`src/rtl/gate_array_filt.sv`:
```
// gate_array_filt: per-channel 2-input gate (OR/AND/XOR/NOR) with o_Y persistence filter when GATE_ARRAY_FILT_FILTER_EN is defined.
// Latency FILTER_CYC edges (filtered) or 1 edge (unfiltered); no backpressure, i_en=0 freezes o_Y and clears pending counts.
module gate_array_filt #(
  parameter int N_CH       = 4,
  parameter int FILTER_CYC = 3
) (
  input  logic            i_clk,
  input  logic            i_rst_n,
  input  logic            i_en,
  input  logic [1:0]      i_mode,
  input  logic [N_CH-1:0] i_A,
  input  logic [N_CH-1:0] i_B,
  output logic [N_CH-1:0] o_Y,
  output logic [N_CH-1:0] o_chg,
  output logic            o_busy
);

  if (N_CH < 1 || N_CH > 32) begin : g_bad_n_ch
    $error("gate_array_filt: N_CH must be 1..32");
  end
  if (FILTER_CYC < 1 || FILTER_CYC > 15) begin : g_bad_filter_cyc
    $error("gate_array_filt: FILTER_CYC must be 1..15");
  end

  logic [N_CH-1:0] raw;
  logic [N_CH-1:0] y_q, y_d;
  logic [N_CH-1:0] chg_q, chg_d;

  always_comb begin
    case (i_mode)
      2'b00:   raw = i_A | i_B;
      2'b01:   raw = i_A & i_B;
      2'b10:   raw = i_A ^ i_B;
      default: raw = ~(i_A | i_B);
    endcase
  end

`ifdef GATE_ARRAY_FILT_FILTER_EN
  localparam logic [3:0] CNT_LAST = 4'(FILTER_CYC - 1);

  logic [N_CH-1:0][3:0] cnt_q, cnt_d;
  logic                 busy;

  // A result commits on the edge where the mismatch has already been seen FILTER_CYC-1 times.
  always_comb begin
    y_d   = y_q;
    chg_d = '0;
    cnt_d = cnt_q;
    for (int i = 0; i < N_CH; i++) begin
      if (!i_en || (raw[i] == y_q[i])) begin
        cnt_d[i] = 4'd0;
      end else if (cnt_q[i] == CNT_LAST) begin
        y_d[i]   = raw[i];
        chg_d[i] = 1'b1;
        cnt_d[i] = 4'd0;
      end else begin
        cnt_d[i] = cnt_q[i] + 4'd1;
      end
    end
  end

  always_ff @(posedge i_clk or negedge i_rst_n) begin
    if (!i_rst_n) begin
      cnt_q <= '0;
    end else begin
      cnt_q <= cnt_d;
    end
  end

  always_comb begin
    busy = 1'b0;
    for (int i = 0; i < N_CH; i++) begin
      if (cnt_q[i] != 4'd0) busy = 1'b1;
    end
  end

  assign o_busy = busy;
`else
  always_comb begin
    y_d   = y_q;
    chg_d = '0;
    if (i_en) begin
      y_d   = raw;
      chg_d = raw ^ y_q;
    end
  end

  assign o_busy = 1'b0;
`endif

  always_ff @(posedge i_clk or negedge i_rst_n) begin
    if (!i_rst_n) begin
      y_q   <= '0;
      chg_q <= '0;
    end else begin
      y_q   <= y_d;
      chg_q <= chg_d;
    end
  end

  assign o_Y   = y_q;
  assign o_chg = chg_q;

endmodule

```
`config.mk`:
```
export PLATFORM = sky130hd
export DESIGN_NAME = gate_array_filt
export DESIGN_NICKNAME = d
export VERILOG_FILES = /design/src/rtl/gate_array_filt.sv
export SDC_FILE = /design/constraint.sdc
export NUM_CORES = 1
export LEC_CHECK = 0
export CAP_MARGIN = 20
export CORE_UTILIZATION = 38
export CTS_CLUSTER_DIAMETER = 30
export DETAILED_ROUTE_END_ITERATION = 10
export GPL_TIMING_DRIVEN = 1
export PLACE_DENSITY = 0.78
export SETUP_SLACK_MARGIN = 0.4
export SYNTH_ARGS = -nofsm -noshare
export SYNTH_HDL_FRONTEND = slang
export SYNTH_SLANG_ARGS = --single-unit
```
`constraint.sdc`:
```
create_clock -name i_clk -period 0.8 [get_ports i_clk]
set_input_delay 0.16 -clock i_clk [delete_from_list [all_inputs] [get_ports i_clk]]
set_output_delay 0.16 -clock i_clk [all_outputs]
set_load 0.01 [all_outputs]
```
==> reports/summary.txt <==
Status = finished with violations
Failing checks = negative setup slack
YS warnings = 0
Worst min path class = input pin to asynchronous set/reset pin
First-pass GRT wire length = 2.79 mm
Post-route DRC = 0
Root Driver = clkbuf_4
Post-synth top area share = 32.8%
Initial core utilization = 40.5%
Num CTS Buffers = 3
Post-route ant nets = 0
Crit-path cells = buf_12 -> inv_12 -> ha_4 -> o21a_1 -> a221o_1 -> buf_4 -> mux2i_1
Met2 WL post-DR = 921 µm
Final worst-path setup slack = -332 ps
Average size of a mapped cell = 9.39 µm²
Top Ports = 22
Max Fclk = 883 MHz
Pre-antenna DRT Iters = 5
Worst path slowest cell = a221o_1
Dpl ws = -1170 ps
Pwr per Cell Area = 1290 nW/µm²
Crit Reg-Reg Endpoint = o_Y[2]
First DRT Iteration DRCs = 10
Routed len/inst = 13.6 µm
Max Buffers Root-to-Sink = 2
Peak VDD IR = 0.629 mV
Die area = 1770 µm²
Final Hold Viols = 0
Commonest cells after routing, fill and taps aside = 12 x buf_4, 11 x buf_6, 8 x buf_2, 8 x dfrtp_1, 6 x mux2i_1
WL met1 = 581 µm
Maximum fanout along the worst path = 2
Clock skew = 4.93 ps
RR Startpoint = o_Y[2]
CTS tree = done
CP Capture Type = flip-flop
Leading cell type in the layout, fill and taps excluded = buf_4
FF+latch count, synth = 8
R2r worst-path depth = 3
Largest net degree at the start of global routing = 9
Netlist Area Pre-Place = 611 µm²
Die X-Extent = 42.1 µm
Antenna Cells = 0
RSZ-0062 raised after global routing = yes
Tot GR Track Use = 20.9%
Final RePlAce weighted congestion = 0.648
Grt ovf = 0
R2r setup slk = -170 ps
Fin crit period = 1130 ps
Mapped Cells = 65
Layout Nets = 125
Placed insts = 110
Layout Cells excl Fill = 118
CP required = 970 ps
CTS sink cnt = 8
Final period utilization = 142%
Tot Pwr = 1490 µW
Fraction of layout cells with a size suffix above 1 = 64.7%
Total vias in the final route = 598
Largest area contributor in the synthesized netlist = dfrtp_1
Highest metal used = met4
Clock slew at reported path FFs = 60 ps
Startpoint types = input pin
Number of I/O port buffers = 20
Pleak = 0.000560 µW
Routed wire length = 1.61 mm
Die height = 42.1 µm
Yosys cell types = 20
Slowest cell delay on critical path = 330 ps
Post-synthesis net count = 86
Setup Viol. Count Final = 16
Max-cap viol count = 0
Initial antenna violation count = 0
P&R area growth vs syn = 89.1%
Core Footprint = 1510 µm²
Drt via density = 5.07
# rows = 14
Number of global-route vias before repair = 684
Top cells by area, synth = dfrtp_1 33%, ha_1 16%, mux2i_1 9.8%, mux2_2 5.5%, inv_1 4.9%
H-tree levels = 1
Setup CP Type = input pin to flip-flop
Sequential-to-total area share from yosys stat = 32.8%
Worst skew pair latency = 250 ps
DP HPWL = 1.13 mm
CP Data Arrival Time = 1300 ps
Met3 wire length = 63 µm
Slew Limit Fails = 0
[flip-flops by register name (all words and copies together) (netlist names)]
register  count
o_chg         4
o_Y           4
[final cells by class]
class                           count  area (µm²)
Clock buffer                        3        22.5
Fill cell                          97         352
Inverter                            8        82.6
Multi-Input combinational cell     45         480
Sequential cell                     8         200
Tap cell                           16        20.0
Timing Repair Buffer               38         349
[metal layers]
metal  track usage, %  vias to the layer above
li1                 -                      288
met1             21.0                      279
met2             40.6                       23
met3             3.45                        8
met4             10.6                        0
met5                0                        -
[critical path, delay by kind of cell]
family                   cells  cell delay, ps
multiplexers                 1             160
buffers and inverters        3             270
adder cells (fa/ha/maj)      1             220
AO/OA/AOI/OAI                2             490
[synth_stat cells]
cell type and number:
a211oi_1 2, a21oi_1 4, a221o_1 1, buf_1 1
buf_4 2, buf_6 1, conb_1 1, dfrtp_1 8
ha_1 8, inv_1 8, mux2_1 1, mux2_2 3
mux2i_1 6, nand2_1 5, nand2b_1 4, nor2_1 3
nor2b_1 3, nor3_1 2, o21a_1 1, o21ai_0 1
[worst max-delay path by stage]
stage / from / endpoint / cells after the start / slack [ps]
2_1_floorplan: i_B[1] / o_Y[1] / 5 / -450
5_1_grt: i_B[1] / o_chg[1] / 7 / -350
4_1_cts: i_A[1] / o_chg[1] / 7 / -370
6_report: i_B[1] / o_chg[1] / 7 / -330
3_5_place_dp: i_B[1] / o_chg[1] / 7 / -1170
3_3_place_gp: i_B[1] / o_Y[1] / 6 / -1130
[metrics by stage]
step / hold WS, ps / cell area [µm²] / TNS, ps / util, %
4_1_cts: 175 / 1150 / -2720 / 76.2
2_1_floorplan: -136 / 744 / -1760 / -
3_3_place_gp: 451 / 1030 / -8840 / 68.5
5_1_grt: 200 / 1150 / -3050 / 76.7
6_report: 180 / 1150 / -2660 / 76.7
3_5_place_dp: 450 / 1030 / -9300 / 68.5
[repair_timing]
action                     4_1_cts  5_1_grt
setup endpoints to repair       16       16
hold buffers                     0        0
pin swaps                       10        4
resized for setup              105        2
setup buffers                    5        0
[where the power goes]
group / leakage [µW] / total, µW / switching, µW / internal (µW)
Combinational: 0.000448 / 688 / 289 / 398
Sequential: 0.0000985 / 493 / 29.5 / 463
Clock: 0.0000138 / 307 / 136 / 172
[cells by family after synthesis]
logic type                 after synthesis  synth area share (%)
and+or+nand+nor                         17                  13.7
buffers and inverters                   12                  9.83
muxes                                   10                  17.2
AOI/OAI and AO/OA                        9                  9.43
adders and majority gates                8                  16.4
DFF                                      8                  32.8
other                                    1                 0.614
Note: power is estimated with default switching activity, not from simulation.
